==> src/rtl/fetch_unit.sv <==
// Instruction fetch stage: PC, synchronous imem addressing, one-entry stall hold buffer, redirect squash.
// Define FETCH_PERF_EN to add the perf_fetched / perf_squashed counters.
module fetch_unit #(
    parameter int ADDR_W = 12
) (
    input  logic              clock,
    input  logic              reset,
    input  logic              stall,
    input  logic              redirect,
    input  logic [ADDR_W-1:0] redirect_pc,
    output logic [ADDR_W-1:0] imem_addr,
    input  logic [31:0]       imem_q,
    output logic              inst_valid,
    output logic [31:0]       inst,
    output logic [4:0]        inst_opcode,
    output logic [ADDR_W-1:0] inst_pc,
`ifdef FETCH_PERF_EN
    output logic [31:0]       perf_fetched,
    output logic [31:0]       perf_squashed,
`endif
    output logic [ADDR_W-1:0] inst_pc_plus1
);

    logic [ADDR_W-1:0] pc_q, pc_d;
    logic              req_valid_q, req_valid_d;
    logic [ADDR_W-1:0] req_pc_q, req_pc_d;
    logic              hold_valid_q, hold_valid_d;
    logic [31:0]       hold_inst_q, hold_inst_d;
    logic [ADDR_W-1:0] hold_pc_q, hold_pc_d;

    // The hold entry, when present, always shadows the live imem word.
    assign imem_addr     = pc_q;
    assign inst_valid    = hold_valid_q | req_valid_q;
    assign inst          = hold_valid_q ? hold_inst_q : imem_q;
    assign inst_pc       = hold_valid_q ? hold_pc_q : req_pc_q;
    assign inst_opcode   = inst[31:27];
    assign inst_pc_plus1 = inst_pc + 1'b1;

    always_comb begin
        pc_d         = pc_q;
        req_valid_d  = req_valid_q;
        req_pc_d     = req_pc_q;
        hold_valid_d = hold_valid_q;
        hold_inst_d  = hold_inst_q;
        hold_pc_d    = hold_pc_q;
        if (redirect) begin
            pc_d         = redirect_pc;
            req_valid_d  = 1'b0;
            hold_valid_d = 1'b0;
        end else if (stall) begin
            req_valid_d = 1'b0;
            if (req_valid_q && !hold_valid_q) begin
                hold_valid_d = 1'b1;
                hold_inst_d  = imem_q;
                hold_pc_d    = req_pc_q;
            end
        end else begin
            hold_valid_d = 1'b0;
            req_valid_d  = 1'b1;
            req_pc_d     = pc_q;
            pc_d         = pc_q + 1'b1;
        end
    end

    always_ff @(posedge clock) begin
        if (reset) begin
            pc_q         <= '0;
            req_valid_q  <= 1'b0;
            hold_valid_q <= 1'b0;
        end else begin
            pc_q         <= pc_d;
            req_valid_q  <= req_valid_d;
            hold_valid_q <= hold_valid_d;
        end
    end

    // Payload registers need no reset: they are only observed behind a valid bit.
    always_ff @(posedge clock) begin
        req_pc_q    <= req_pc_d;
        hold_inst_q <= hold_inst_d;
        hold_pc_q   <= hold_pc_d;
    end

`ifdef FETCH_PERF_EN
    logic [31:0] perf_fetched_q, perf_fetched_d;
    logic [31:0] perf_squashed_q, perf_squashed_d;

    always_comb begin
        perf_fetched_d  = perf_fetched_q;
        perf_squashed_d = perf_squashed_q;
        if (redirect && inst_valid)
            perf_squashed_d = perf_squashed_q + 32'd1;
        else if (!redirect && !stall && inst_valid)
            perf_fetched_d = perf_fetched_q + 32'd1;
    end

    always_ff @(posedge clock) begin
        if (reset) begin
            perf_fetched_q  <= '0;
            perf_squashed_q <= '0;
        end else begin
            perf_fetched_q  <= perf_fetched_d;
            perf_squashed_q <= perf_squashed_d;
        end
    end

    assign perf_fetched  = perf_fetched_q;
    assign perf_squashed = perf_squashed_q;
`endif

endmodule
==> config.mk <==
export PLATFORM = sky130hd
export DESIGN_NAME = fetch_unit
export DESIGN_NICKNAME = d
export VERILOG_FILES = /design/src/rtl/fetch_unit.sv
export SDC_FILE = /design/constraint.sdc
export NUM_CORES = 1
export LEC_CHECK = 0
export CAP_MARGIN = 20
export CORE_ASPECT_RATIO = 0.75
export CORE_UTILIZATION = 23
export CTS_CLUSTER_SIZE = 24
export DETAILED_ROUTE_END_ITERATION = 10
export GPL_ROUTABILITY_DRIVEN = 0
export GPL_TIMING_DRIVEN = 0
export HOLD_SLACK_MARGIN = 0.06
export SLEW_MARGIN = 5
export SYNTH_ARGS = -nofsm -noshare
export SYNTH_HDL_FRONTEND = slang
export SYNTH_SLANG_ARGS = --single-unit
==> constraint.sdc <==
create_clock -name clock -period 6.6 [get_ports clock]
set_input_delay 0.99 -clock clock [delete_from_list [all_inputs] [get_ports clock]]
set_output_delay 0.99 -clock clock [all_outputs]
set_load 0.02 [all_outputs]
======== Word-level counts from Yosys, hierarchy flattened ========
Index checks and enable logic that the tools add are counted.
cells by class
  add/subtract/negate cells ............... 2
  multiply operators ...................... 0
  divide/modulo/power cells ............... 0
  $lt $le $gt $ge ......................... 0
  equality and inequality tests ........... 1
  shift operators ......................... 0
  mux-type cells .......................... 5
  bitwise logic cells ..................... 3
  reductions and logical operators ........ 6
operators by type and width
  operator                                       number
  two-way mux 12 bit                             3
  two-way mux 32 bit                             1
  adder 12 x 1 -> 12 bit, second input constant  2
  AND reduction 3 bit                            1
  OR reduction 3 bit                             1
  != test 2 x 1 -> 1 bit, second input constant  1
  NOT 1 bit                                      2
  AND reduction 2 bit                            1
  OR reduction 2 bit                             1
  logical AND 1 bit                              1
  logical NOT 1 bit                              1
  two-way mux 1 bit                              1
  OR 1 bit                                       1
storage, ports and cells
  flip-flop bits (word level) ............. 70
  latch bits .............................. 0
  memory bits (writable) .................. 0
  memory bits (read-only) ................. 0
  input bits .............................. 48
  memories kept ........................... 0

======== Depth between registers and ports, before layout ========
  depth after elaboration ................. 3
  mapped depth ............................ 11
  gate-level depth less buffers ........... 7

======== Least setup slack after synthesis ========
Ideal clock, no wire load.
  path kind ............................... input -> register
  start point ............................. input port stall
  end point ............................... register hold_inst_q[0] (enable)
  setup time .............................. 0.556 ns
  arrival time ............................ 5.491 ns
  required time ........................... 6.044 ns
  setup slack ............................. 0.553 ns
  stages .................................. 2
  buffers on the path ..................... 1
  path through ............................ buf_2 nor4bb_1
between the ends
  cells in the longest elaborated chain, start to end .. 1
RTL lines
  item                           line  text
  start: declaration             8     input logic stall,
  AND reduction 3 bit (no line)  -
  end signal: assignment         80    hold_inst_q <= hold_inst_d;
  end: declaration               28    logic [31:0] hold_inst_q, hold_inst_d;
Every way passes these cells.
A chain may end at the register's enable or synchronous reset.

======== Final worst setup path ========
  start point ............................. register hold_valid_q
  end point ............................... output port inst_pc_plus1[10]
between the ends
  cells in the longest elaborated chain, start to end .. 2
RTL lines
  item                      line  text
  start: declaration        27    logic hold_valid_q, hold_valid_d;
  start signal: assignment  73    hold_valid_q <= hold_valid_d;
  two-way mux 12 bit        35    assign inst_pc = hold_valid_q ? hold_pc_q : req_pc_q;
  adder 12 x 1 -> 12 bit    37    assign inst_pc_plus1 = inst_pc + 1'b1;
  end: declaration          21    output logic [ADDR_W-1:0] inst_pc_plus1
Every way passes these cells.

==> flow_metrics.py <==
metrics = {
    "route": {
        "postRouteAntennaNets": 0,
        "via_per_inst": 4.301,
        "dr.pass1.iters": 4,
        "initialDrtViolationCount": 86,
        "drc_errors": 0,
        "wire_per_inst_um": 14.35,
        "wl_um": 7905,
        "num_vias": 2370,
    },
    "outcome": {
        "status": "completed",
    },
    "run": {
        "max_cap_viol_count": 0,
    },
    "grt": {
        "antenna_found_initial": 0,
        "grt_first_pass_wirelength_um": 12560,
        "gr-total-overflow": 0,
        "grt_pass1_vias": 2433,
        "grt_max_degree": 15,
        "grt.total_usage": 0.1114,
    },
    "setup_path": {
        "slowest_stage": "clkdlybuf4s50_1",
        "slowest_delay_ns": 0.62,
        "cp_cell_sequence": "buf_6 -> buf_8 -> buf_4 -> buf_4 -> mux2i_1 -> inv_1 -> ha_1 -> inv_1 -> a211oi_2 -> nand3_1 -> xnor2_1 -> clkdlybuf4s50_1",
        "crit_path_start_kind": "flip-flop",
        "cp_max_fo": 10,
        "endpoint_kind": "primary output",
        "worstSetupPathType": "flip-flop to primary output",
        "crit_required_ns": 5.61,
        "arrival_ns": 3.11,
    },
    "placed_design": {
        "dpl.cell_count": 535,
        "dpl.hpwl_um": 5949,
        "pre_cts_ws_ns": 2.736,
        "placed_area_sq_um": 4785,
        "io_buffers": 121,
    },
    "cts": {
        "path_clk_slew_ns": 0.06,
        "cts_tree": "yes",
        "hold_buffers": 0,
        "root_buffer": "clkbuf_16",
        "htree_levels": 3,
        "clock_tree.buffer_depth": 2,
        "clock_latency_ns": 0.33,
        "cts.sinks": 70,
        "cts_setup_buffers": 0,
        "ctsResizeCount": 0,
        "cts_buffers": 9,
    },
    "sta": {
        "rsz0062_at_grt": "false",
        "tightestPinTransition_ns": 0.9131,
        "fmax_mhz": 244.0,
        "final_max_slew_viol_count": 0,
        "fin_ws_ns": 2.502,
        "setup_viol": 0,
        "fin_tns_setup_ns": 0,
        "finalHoldViolCount": 0,
        "finalClockSkew_ns": 0.004458,
        "period_share": 0.6209,
        "period_needed_ns": 4.098,
        "max_slew_margin": 0.3890,
    },
    "floorplan": {
        "initial_core_util": 0.2385,
        "rows": 37,
        "die_area_sq_um": 14840,
        "core-area_sq_um": 13840,
        "io_pins": 122,
        "die_y_um": 105.8,
        "die_x_um": 140.4,
    },
    "power": {
        "leakagePower_nw": 1.753,
        "peakVddDrop_mv": 0.1112,
        "cellPowerDensity_nw_per_um2": 234.4,
    },
    "yosys": {
        "syn_nets": 286,
        "synth_warnings": 0,
        "yosysTopAreaCell": "edfxtp_1",
        "ys_seq_elements": 70,
        "ys_top_cells_by_area": "edfxtp_1 51%, mux2_2 13%, dfxtp_1 8.5%, xnor2_1 4.0%, buf_4 2.0%",
        "synth_cell_types": 42,
        "avgSynthCellArea_sq_um": 13.99,
        "synth-seq-area-share": 0.5942,
        "yosys.area.top_type_share": 0.5093,
        "syn_inst": 236,
        "syn_area_sq_um": 3302,
    },
    "hold_path": {
        "hold_path_class": "flip-flop to flip-flop",
    },
    "layout": {
        "area_growth_pct": 54.87,
        "instances_no_fill": 551,
        "final_cell_mix": "121 x clkdlybuf4s50_1, 56 x edfxtp_1, 39 x mux2_2, 15 x nand2_1, 15 x xnor2_1",
        "drive_above_1_share": 0.2234,
        "final_cell_area_sq_um": 5114,
        "antenna_cells": 0,
        "final_util": 0.3694,
        "fin_nets": 421,
        "layout_commonest_cell": "clkdlybuf4s50_1",
        "fillCellCount": 1315,
    },
}
-- cell type report --
cell class,count,area (sq um),share of cell area
flip-flops and latches,70,1962,0.3837
repair buffers,124,1249,0.2442
multi-input cells,142,1211,0.2368
clock buffers,9,225.2,0.04404
well taps,175,219.0,0.04282
plain buffers,15,110.1,0.02153
clock inverters,7,103.9,0.02031
inverters,9,33.78,0.006606
-- cells by family (layout without fill, tap and decap cells) --
| logic type | Yosys count | count (layout) | synth area share |
|---|---|---|---|
| buf+inv | 24 | 164 | 0.04357 |
| fa+ha+maj | 2 | 2 | 0.007577 |
| compound gates | 19 | 19 | 0.04547 |
| mux | 44 | 44 | 0.1482 |
| xor+xnor | 20 | 20 | 0.05305 |
| flops | 70 | 70 | 0.5942 |
| simple gates | 57 | 57 | 0.1080 |
-- registers in the layout (all words and copies together), names as in the netlist --
signal	cells
req_pc_q	12
imem_addr	12
hold_valid_q	1
hold_inst_q	32
req_valid_q	1
hold_pc_q	12
-- final timing paths --
kind,depth (start not counted),slack (ns),end,startpoint
min,0,0.45,hold_pc_q[4],req_pc_q[4]
min reg2reg,0,0.45,hold_pc_q[4],req_pc_q[4]
max,12,2.50,inst_pc_plus1[10],hold_valid_q
max reg2reg,7,4.11,hold_inst_q[18],hold_valid_q
-- critical path, delay by kind of cell, from the launching register on --
kind	cells	cell delay, ns
adder cells (fa/ha/maj)	1	0.14
multiplexers	1	0.12
XOR/XNOR	1	0.16
AND/OR/NAND/NOR	1	0.15
buffers and inverters	7	1.48
AO/OA/AOI/OAI	1	0.38
flip-flops	1	0.32
-- metrics by stage --
stage          power (mW)  hold WS (ns)
3_3_place_gp       0.6821        0.4369
6_report            1.198        0.4509
2_1_floorplan      0.5889        0.4222
3_5_place_dp       0.6845        0.4411
4_1_cts             1.220        0.4557
5_1_grt             1.248        0.4622
-- power breakdown --
part	total, mW	internal [mW]	switching [mW]
Clock	0.524	0.335	0.189
Sequential	0.503	0.489	0.0134
Combinational	0.172	0.0939	0.0778
-- cell usage after synthesis (all sizes together) --
library cell,n
and4b,1
xor2,5
nor3,2
and3,2
nor4bb,2
a211oi,9
xnor2,15
nand3b,1
o22ai,3
nand4b,2
clkbuf,2
ha,2
nor2b,1
buf,13
nand4,3
nand2,15
edfxtp,56
a21oi,6
nand3,8
inv,8
clkinv,1
or2,1
nor4,3
mux2,39
dfxtp,14
o21ai,1
nand2b,2
nor2,13
mux2i,5
or3,1
-- per-layer routing --
| layer | part of all wire | track usage | vias to the layer above |
|---|---|---|---|
| met2 | 0.46 | 0.1857 | 100 |
| met3 | 0.064 | 0.03726 | 9 |
| met5 | 0 | 0 | - |
| met4 | 0.010 | 0.03297 | 0 |
| li1 | - | - | 1146 |
| met1 | 0.47 | 0.1360 | 1115 |
(Power assumes the default switching activity.)
